$ cat config.mk
export PLATFORM = sky130hd
export DESIGN_NAME = cla_serial_adder
export DESIGN_NICKNAME = d
export VERILOG_FILES = /design/src/rtl/cla_serial_adder.sv
export SDC_FILE = /design/constraint.sdc
export NUM_CORES = 1
export LEC_CHECK = 0
export BUFFER_PORTS_ARGS = -buffer_cell sky130_fd_sc_hd__buf_2
export CORE_MARGIN = 2
export CORE_UTILIZATION = 26
export CTS_BUF_LIST = sky130_fd_sc_hd__clkbuf_4 sky130_fd_sc_hd__clkbuf_8 sky130_fd_sc_hd__clkbuf_16
export DETAILED_ROUTE_END_ITERATION = 12
export HOLD_SLACK_MARGIN = 0.12
export PLACE_DENSITY = 0.42
export SLEW_MARGIN = 15
export SYNTH_ARGS = -nofsm -noshare
export SYNTH_HDL_FRONTEND = slang
export SYNTH_SLANG_ARGS = --single-unit
$ cat constraint.sdc
create_clock -name clk -period 2.45 [get_ports clk]
set_clock_uncertainty 0.05 [all_clocks]
set_input_delay 0.1225 -clock clk [delete_from_list [all_inputs] [get_ports clk]]
set_output_delay 0.1225 -clock clk [all_outputs]
set_load 0.02 [all_outputs]
$ cat src/rtl/cla_serial_adder.sv
// Multi-cycle WIDTH-bit adder/subtractor: one 4-bit carry-lookahead slice per clock,
// LSB slice first, with a registered carry between slices and registered result flags.
module cla_serial_adder #(
  parameter int WIDTH = 16
) (
  input  logic             clk,
  input  logic             rst,
  input  logic             start,
  input  logic [WIDTH-1:0] A,
  input  logic [WIDTH-1:0] B,
  input  logic             Cin,
  input  logic             Sub,
  output logic             busy,
  output logic             done,
  output logic [WIDTH-1:0] Sum,
  output logic             Cout,
  output logic             Overflow,
  output logic             Zero,
  output logic [1:0]       o_dbg_state
);

  localparam int NSLICE = WIDTH / 4;
  localparam int CW     = (NSLICE > 1) ? $clog2(NSLICE) : 1;

  typedef enum logic [1:0] {
    IDLE = 2'd0,
    RUN  = 2'd1,
    DONE = 2'd2
  } state_t;

  state_t           r_state;
  state_t           w_state_next;
  logic [WIDTH-1:0] r_a;
  logic [WIDTH-1:0] r_b;
  logic             r_carry;
  logic [CW-1:0]    r_cnt;
  logic [WIDTH-1:0] r_acc;
  logic [WIDTH-1:0] r_sum;
  logic             r_cout;
  logic             r_ovf;
  logic             r_zero;

  logic             w_accept;
  logic             w_last;
  logic [3:0]       w_sa;
  logic [3:0]       w_sb;
  logic [3:0]       w_g;
  logic [3:0]       w_p;
  logic [4:0]       w_c;
  logic [3:0]       w_s;
  logic [WIDTH-1:0] w_acc_next;

  // A new operation is taken from IDLE or straight out of DONE (back-to-back).
  assign w_accept = start && (r_state == IDLE || r_state == DONE);
  assign w_last   = (r_cnt == CW'(NSLICE - 1));

  assign w_sa = r_a[{r_cnt, 2'b00} +: 4];
  assign w_sb = r_b[{r_cnt, 2'b00} +: 4];
  assign w_g  = w_sa & w_sb;
  assign w_p  = w_sa ^ w_sb;

  // Carry-lookahead: every slice carry is a flat function of g/p and the slice carry-in.
  assign w_c[0] = r_carry;
  assign w_c[1] = w_g[0] | (w_p[0] & w_c[0]);
  assign w_c[2] = w_g[1] | (w_p[1] & w_g[0]) | (w_p[1] & w_p[0] & w_c[0]);
  assign w_c[3] = w_g[2] | (w_p[2] & w_g[1]) | (w_p[2] & w_p[1] & w_g[0])
                | (w_p[2] & w_p[1] & w_p[0] & w_c[0]);
  assign w_c[4] = w_g[3] | (w_p[3] & w_g[2]) | (w_p[3] & w_p[2] & w_g[1])
                | (w_p[3] & w_p[2] & w_p[1] & w_g[0])
                | (w_p[3] & w_p[2] & w_p[1] & w_p[0] & w_c[0]);
  assign w_s    = w_p ^ w_c[3:0];

  always_comb begin
    w_acc_next = r_acc;
    w_acc_next[{r_cnt, 2'b00} +: 4] = w_s;
  end

  always_comb begin
    w_state_next = r_state;
    case (r_state)
      IDLE:    if (w_accept) w_state_next = RUN;
      RUN:     if (w_last)   w_state_next = DONE;
      DONE:    w_state_next = w_accept ? RUN : IDLE;
      default: w_state_next = IDLE;
    endcase
  end

  always_ff @(posedge clk) begin
    if (rst) begin
      r_state <= IDLE;
      r_a     <= '0;
      r_b     <= '0;
      r_carry <= 1'b0;
      r_cnt   <= '0;
      r_acc   <= '0;
      r_sum   <= '0;
      r_cout  <= 1'b0;
      r_ovf   <= 1'b0;
      r_zero  <= 1'b0;
    end else begin
      r_state <= w_state_next;
      if (w_accept) begin
        r_a     <= A;
        r_b     <= Sub ? ~B : B;
        r_carry <= Sub ? 1'b1 : Cin;
        r_cnt   <= '0;
      end else if (r_state == RUN) begin
        r_acc   <= w_acc_next;
        r_carry <= w_c[4];
        r_cnt   <= r_cnt + 1'b1;
        // Results are published only once the final slice is in.
        if (w_last) begin
          r_sum  <= w_acc_next;
          r_cout <= w_c[4];
          r_ovf  <= w_c[3] ^ w_c[4];
          r_zero <= (w_acc_next == '0);
        end
      end
    end
  end

  assign busy        = (r_state == RUN);
  assign done        = (r_state == DONE);
  assign Sum         = r_sum;
  assign Cout        = r_cout;
  assign Overflow    = r_ovf;
  assign Zero        = r_zero;
  assign o_dbg_state = r_state;

endmodule

==> results of run 1 <==
==> metrics by stage <==
step	std cells	instance area, sq um
final	684	4930
after global routing	684	4930
after CTS	683	4840
after detailed placement	632	4160
after global placement	632	4160
after floorplan	405	3600
==> cell type report <==
type	count	area (sq um)
Fill cell	1417	8420
Timing Repair Buffer	118	843
Tap cell	176	220
Multi-Input combinational cell	294	2100
Sequential cell	72	1450
Clock buffer	12	260
Clock inverter	4	27.5
Inverter	8	30.0
==> repair_timing <==
item                                    4_1_cts  5_1_grt
endpoints found under the setup margin       14       23
resized for setup                             4       14
hold buffers                                 32        0
buffers inserted                              3        1
endpoints found under the hold margin        32        0
pin swaps                                     5        6
==> cells in the final DEF (no fill, tap or decap), types with 2 or more instances in the layout <==
master | Yosys | layout
a211oi_1 | 36 | 35
clkinv_2 | 0 | 2
clkbuf_16 | 0 | 9
nor3_2 | 1 | 2
ha_4 | 0 | 4
nor2_1 | 60 | 60
buf_4 | 0 | 25
inv_1 | 7 | 7
mux4_2 | 8 | 8
clkbuf_8 | 0 | 2
o21ai_0 | 5 | 5
xnor2_1 | 18 | 18
o22ai_1 | 4 | 2
o22ai_2 | 0 | 2
buf_2 | 13 | 59
dlygate4sd3_1 | 0 | 32
a21o_1 | 4 | 4
ha_1 | 11 | 7
a21oi_1 | 34 | 30
nand3b_1 | 4 | 4
a21oi_2 | 0 | 4
a22oi_2 | 3 | 4
a311oi_1 | 2 | 2
nor3_1 | 5 | 4
buf_12 | 0 | 2
o211ai_1 | 2 | 2
nand2_1 | 45 | 45
dfxtp_1 | 72 | 71
nor2b_1 | 9 | 7
nand2b_1 | 8 | 8
and2_1 | 2 | 2
a211oi_2 | 4 | 5
==> cells in the mapped netlist, drive strengths merged (2+ instances only) <==
master	instances	area [sq um]
inv	8	30.0
o211ai	2	15.0
ha	11	138
nor2	61	231
a21oi	35	186
buf	17	87.6
xnor2	18	158
nand2b	9	58.8
nand2	45	169
a22oi	5	52.6
and2	2	12.5
a211oi	40	320
a311oi	2	17.5
mux4	8	180
nor2b	9	56.3
o22ai	4	25.0
xor2	2	25.0
dfxtp	72	1440
nor3	6	35.0
o21ai	6	30.0
a21o	4	30.0
nand3b	4	30.0
a31oi	2	12.5
clkbuf	14	52.6
nor4	2	27.5
==> metal layers <==
metal | routed length, microns | track usage, % | vias up
met3 | 369 | 3.20 | 7
li1 | - | - | 1626
met1 | 4640 | 17.7 | 1457
met4 | 83 | 3.66 | 0
met5 | 0 | 0 | -
met2 | 4650 | 24.1 | 69
==> worst max-delay path by stage <==
stage / slack (ps) / to / depth (start not counted) / start
CTS: 7 / Zero$_SDFFE_PP0P_ / 6 / r_cnt[0]$_SDFFE_PP0P_
global route: -90 / r_acc[3]$_SDFFE_PP0P_ / 8 / r_cnt[0]$_SDFFE_PP0P_
detailed placement: -130 / Zero$_SDFFE_PP0P_ / 7 / r_cnt[0]$_SDFFE_PP0P_
floorplan: 1 / Zero$_SDFFE_PP0P_ / 8 / r_cnt[0]$_SDFFE_PP0P_
finish: 8 / r_acc[7]$_SDFFE_PP0P_ / 8 / r_cnt[0]$_SDFFE_PP0P_
global placement: -100 / Zero$_SDFFE_PP0P_ / 7 / r_cnt[0]$_SDFFE_PP0P_
==> kinds of logic after synthesis <==
group	after synthesis	synth area share, %
AOI/OAI and AO/OA	110	21.7
xor gates and xnor gates	20	5.12
adders and majority gates	12	4.41
buffers and inverters	39	4.77
DFF	72	40.4
muxes	9	5.33
and+or+nand+nor	143	18.3
==> registers in the layout (all words and copies together) (netlist names) <==
name / cells
Sum: 16
r_acc: 16
Cout: 1
Overflow: 1
r_b: 16
r_a: 16
r_carry: 1
o_dbg_state: 2
r_cnt: 2
Zero: 1
==> worst max-delay path, delay by kind of cell, from the launching register on <==
| family | cells | cell delay (ps) |
|---|---|---|
| compound gates | 4 | 630 |
| xor+xnor | 1 | 250 |
| fa+ha+maj | 1 | 280 |
| buf+inv | 1 | 160 |
| flops | 1 | 380 |
| mux | 1 | 580 |
==> power groups by stage <==
stage | clock network [mW] | logic (mW) | registers [mW]
after floorplan | 0 | 0.367 | 1.29
after global placement | 0 | 0.520 | 1.31
after detailed placement | 0 | 0.529 | 1.31
after CTS | 1.31 | 0.604 | 1.28
after global routing | 1.34 | 0.702 | 1.29
final | 1.26 | 0.630 | 1.28
==> reports/summary.txt, run 1 <==
status: finished clean
Critical Path RT: 2610 ps
clk slew on worst S/H paths: 60 ps
crit-path cells: mux4_2 > ha_4 > a21o_1 > a21o_1 > a21oi_4 > xor2_4 > buf_12 > o22ai_2
Root Driver: clkbuf_16
die span in y: 121 microns
Setup violations, final: 0
Core Box Area: 13,300 sq um
Area growth syn-to-layout: 38.1%
Crit Path Class: flip-flop to flip-flop
RR Startpoint: r_cnt[0]$_SDFFE_PP0P_
EDFF count, synth: 0
initial antenna violation count: 0
CP Launch Type: flip-flop
TritonCTS clock tree: done
Critical Path End Type: flip-flop
antenna-violating nets left: 0
DR vias: 3,159
P_int: 2.29 mW
global route overflow: 0
Lkg Pwr: 1.86 nW
reg2reg end: r_acc[7]$_SDFFE_PP0P_
Max Freq: 410 MHz
Final Hold Violating Endpoints: 0
Synth Cell Area: 3570 sq um
pre-CTS setup slack: -134 ps
starting density of the core: 26.8%
max_slew headroom: 54.0%
minimum clock period: 2440 ps
CP max stage delay: 580 ps
end-of-flow core utilization: 36.9%
VDD IR max: 0.342 mV
Hold WS: 163 ps
RSZ-0062 raised after global routing: yes
# Max-Cap Violations: 0
ANT cells: 0
Num CTS Buffers: 9
ratio of cells with drive above 1 in the final layout: 28.9%
routed vias/inst: 4.62
Hold Crit Start: rst
synthesized area per cell: 8.82 sq um
Setup TNS: 0 ps
largest net degree at the start of global routing: 54
GRT Total Usage: 14.0%
die span in x: 121 microns
Comb power frac: 19.9%
ys flop type: dfxtp_1
Worst Path Max Fanout: 6
total power: 3.17 mW
number of synthesized register bits: 72
CP max-delay cell: mux4_2
Boundary Pins: 60
RePlAce Congestion: 0.797
warning count from the yosys run: 0
Remaining DRCs: 0
Reg2Reg Depth: 8
Max Slew Vio Count: 0
First-pass DRT Iterations: 4
syn_nets: 454
Sw Share: 27.7%
reg-to-reg slack, setup: 8 ps
port bufs: 59
PD cells: 644 nW/um^2
vias in the first global route: 3,174
CP arrival: 2600 ps
final period utilization: 99.7%
Hold Path Sink: r_acc[12]$_SDFFE_PP0P_
DR WL/cell: 14.2 microns
asr flop ratio synth: 0%
total wire length: 9730 microns
Sequential Power Share: 40.3%
die footprint: 14,700 sq um
hold depth: 2
clock power share: 39.8%
CTS H-Tree Depth: 3
global-route wire length before repair: 16,100 microns
Initial DRC Count: 119
worst skew pair latency: 330 ps
NetSw: 0.880 mW
final net count: 552
final worst setup slack: 8.22 ps
Final HPWL DP: 6940 microns
Worst-Margin Slew: 687 ps
clk buf depth: 2
Crit path top cell by count: a21o_1
row cnt: 42
clock sinks: 72
Unique masters post-synth: 54
register area share after synthesis: 40.4%
Hold Crit Class: input port to flip-flop
Synth Instances: 405
No activity file was read; power rests on OpenSTA's default activity.
==> run 2: changes to the inputs <==
--- a/config.mk
+++ b/config.mk
@@ -6,12 +6,14 @@
 export NUM_CORES = 1
 export LEC_CHECK = 0
 export BUFFER_PORTS_ARGS = -buffer_cell sky130_fd_sc_hd__buf_2
+export CELL_PAD_IN_SITES_DETAIL_PLACEMENT = 0
+export CELL_PAD_IN_SITES_GLOBAL_PLACEMENT = 1
 export CORE_MARGIN = 2
 export CORE_UTILIZATION = 26
 export CTS_BUF_LIST = sky130_fd_sc_hd__clkbuf_4 sky130_fd_sc_hd__clkbuf_8 sky130_fd_sc_hd__clkbuf_16
 export DETAILED_ROUTE_END_ITERATION = 12
 export HOLD_SLACK_MARGIN = 0.12
-export PLACE_DENSITY = 0.42
+export PLACE_DENSITY = 0.52
 export SLEW_MARGIN = 15
 export SYNTH_ARGS = -nofsm -noshare
 export SYNTH_HDL_FRONTEND = slang
==> run 2 against run 1 <==
Utilization grew 0.13 points. Critical path depth unchanged. Setup slack worse by 1.1 ps. First-iteration DRC count shrank 14%. Sequential share of layout area down 0.10 points. Largest cell class unchanged. Largest power group unchanged.
==> reports/summary.txt, run 2 (synthesis gave the netlist of run 1 again) <==
status: finished clean (unchanged)
grt met3 use: 2.96% (was 3.20%)
global-route wire length before repair: 15,500 microns (was 16,100 microns)
port bufs: 59 (unchanged)
die footprint: 14,700 sq um (unchanged)
Critical Path End Type: flip-flop (unchanged)
Hold Crit Class: input port to flip-flop (unchanged)
Boundary Pins: 60 (unchanged)
met1 Use GR: 16.4% (was 17.7%)
Setup violations, final: 0 (unchanged)
CP Launch Type: flip-flop (unchanged)
minimum clock period: 2440 ps (about the same)
die span in x: 121 microns (unchanged)
total wire length: 9710 microns (was 9730 microns)
antenna-violating nets left: 0 (unchanged)
global route overflow: 0 (unchanged)
commonest cells after routing, fill and taps aside: dfxtp_1 (71), nor2_1 (60), buf_2 (59) (unchanged)
Sequential Power Share: 40.8% (was 40.3%)
First-pass DRT Iterations: 4 (unchanged)
total power: 3.13 mW (was 3.17 mW)
Crit Path Class: flip-flop to flip-flop (unchanged)
DR WL/cell: 14.2 microns (about the same)
RePlAce Congestion: 0.780 (was 0.797)
NetSw: 0.876 mW (was 0.880 mW)
ANT cells: 0 (unchanged)
Final Hold Violating Endpoints: 0 (unchanged)
clock power share: 39.1% (was 39.8%)
Core Box Area: 13,300 sq um (unchanged)
Setup TNS: 0 ps (unchanged)
VDD IR max: 0.358 mV (was 0.342 mV)
dpl cell area: 4160 sq um (about the same)
worst skew pair latency: 330 ps (about the same)
CTS H-Tree Depth: 3 (unchanged)
clk slew on worst S/H paths: 60 ps (about the same)
Worst Path Max Fanout: 8 (was 6)
TritonCTS clock tree: done (unchanged)
max_slew headroom: 51.1% (was 54.0%)
PD cells: 633 nW/um^2 (was 644 nW/um^2)
DR vias: 3,157 (was 3,159)
Remaining DRCs: 0 (unchanged)
final period utilization: 99.7% (about the same)
CP arrival: 2640 ps (was 2600 ps)
ratio of cells with drive above 1 in the final layout: 29.7% (was 28.9%)
Area growth syn-to-layout: 38.6% (was 38.1%)
commonest non-fill, non-tap cell in the layout: dfxtp_1 (unchanged)
largest net degree at the start of global routing: 54 (unchanged)
Lkg Pwr: 1.88 nW (was 1.86 nW)
Max Slew Vio Count: 0 (unchanged)
clock sinks: 72 (unchanged)
Sw Share: 27.9% (was 27.7%)
final net count: 552 (unchanged)
GRT Total Usage: 13.5% (was 14.0%)
routed vias/inst: 4.62 (about the same)
Initial DRC Count: 102 (was 119)
Max Freq: 409 MHz (was 410 MHz)
clk buf depth: 2 (unchanged)
Final Instance Area: 4950 sq um (was 4930 sq um)
RSZ-0062 raised after global routing: yes (unchanged)
Final HPWL DP: 6740 microns (was 6940 microns)
grt peak-use layer: met2 (unchanged)
P_int: 2.26 mW (was 2.29 mW)
starting density of the core: 26.8% (unchanged)
vias in the first global route: 3,066 (was 3,174)
Root Driver: clkbuf_16 (unchanged)
Critical Path RT: 2650 ps (was 2610 ps)
row cnt: 42 (unchanged)
Comb power frac: 20.2% (was 19.9%)
met2 Usage GRT: 23.8% (was 24.1%)
initial antenna violation count: 0 (unchanged)
# Max-Cap Violations: 0 (unchanged)
Worst-Margin Slew: 734 ps (was 687 ps)
die span in y: 121 microns (unchanged)
Num CTS Buffers: 9 (unchanged)
## run 2: timing repair
| item | in CTS | in global routing |
|---|---|---|
| hold buffers | 32 | 0 |
| setup buffers | 5 | 3 |
| endpoints found under the hold margin | 32 | 0 |
| cloned | 0 | 0 |
| pin swaps | 10 | 6 |
| endpoints found under the setup margin | 24 | 25 |
| gates resized for setup | 8 | 15 |
## run 2: critical path, stage by stage (launching register included)
cell and delay [ps]:
dfxtp_4 400, mux4_2 580, ha_4 280, a21o_1 160
a21o_1 180, a21oi_4 230, xor2_4 110, buf_12 150
o32ai_2 220
## run 2: final timing paths
check | startpoint | depth (start not counted) | slack (ps) | to
worst max-delay path | r_cnt[0]$_SDFFE_PP0P_ | 8 | 7 | r_acc[11]$_SDFFE_PP0P_
worst min-delay path | Cin | 5 | 180 | r_carry$_SDFFE_PP0P_
worst max register to register | r_cnt[0]$_SDFFE_PP0P_ | 8 | 7 | r_acc[11]$_SDFFE_PP0P_
worst min register to register | r_a[4]$_SDFFE_PP0P_ | 2 | 410 | r_a[4]$_SDFFE_PP0P_
## run 2: through the flow
step | cells | worst slack (ps) | utilization, % | hold WS [ps]
after floorplan | 405 | 1.17 | - | 208
after global placement | 630 | -162 | 31.1 | 321
after detailed placement | 630 | -135 | 31.1 | 324
after CTS | 682 | -52.3 | 36.4 | 174
after global routing | 684 | -78.2 | 37.1 | 185
final | 684 | 7.11 | 37.1 | 181
## run 2: routing by layer
| metal | vias up | routed length (microns) |
|---|---|---|
| met5 | - | 0 |
| met4 | 0 | 132 |
| met3 | 11 | 290 |
| met2 | 45 | 4800 |
| met1 | 1481 | 4480 |
| li1 | 1620 | - |
## run 2: power by group through the flow
stage | clock, mW | combinational, mW | sequential (mW)
after floorplan | 0 | 0.367 | 1.29
after global placement | 0 | 0.520 | 1.31
after detailed placement | 0 | 0.526 | 1.31
after CTS | 1.26 | 0.605 | 1.28
after global routing | 1.31 | 0.689 | 1.29
final | 1.23 | 0.632 | 1.28
## run 2: layout make-up
cell class | instances | area [sq um]
Tap cell | 176 | 220
Inverter | 8 | 30.0
Clock buffer | 11 | 246
Fill cell | 1411 | 8400
Multi-Input combinational cell | 294 | 2130
Sequential cell | 72 | 1450
Timing Repair Buffer | 118 | 847
Clock inverter | 5 | 32.5
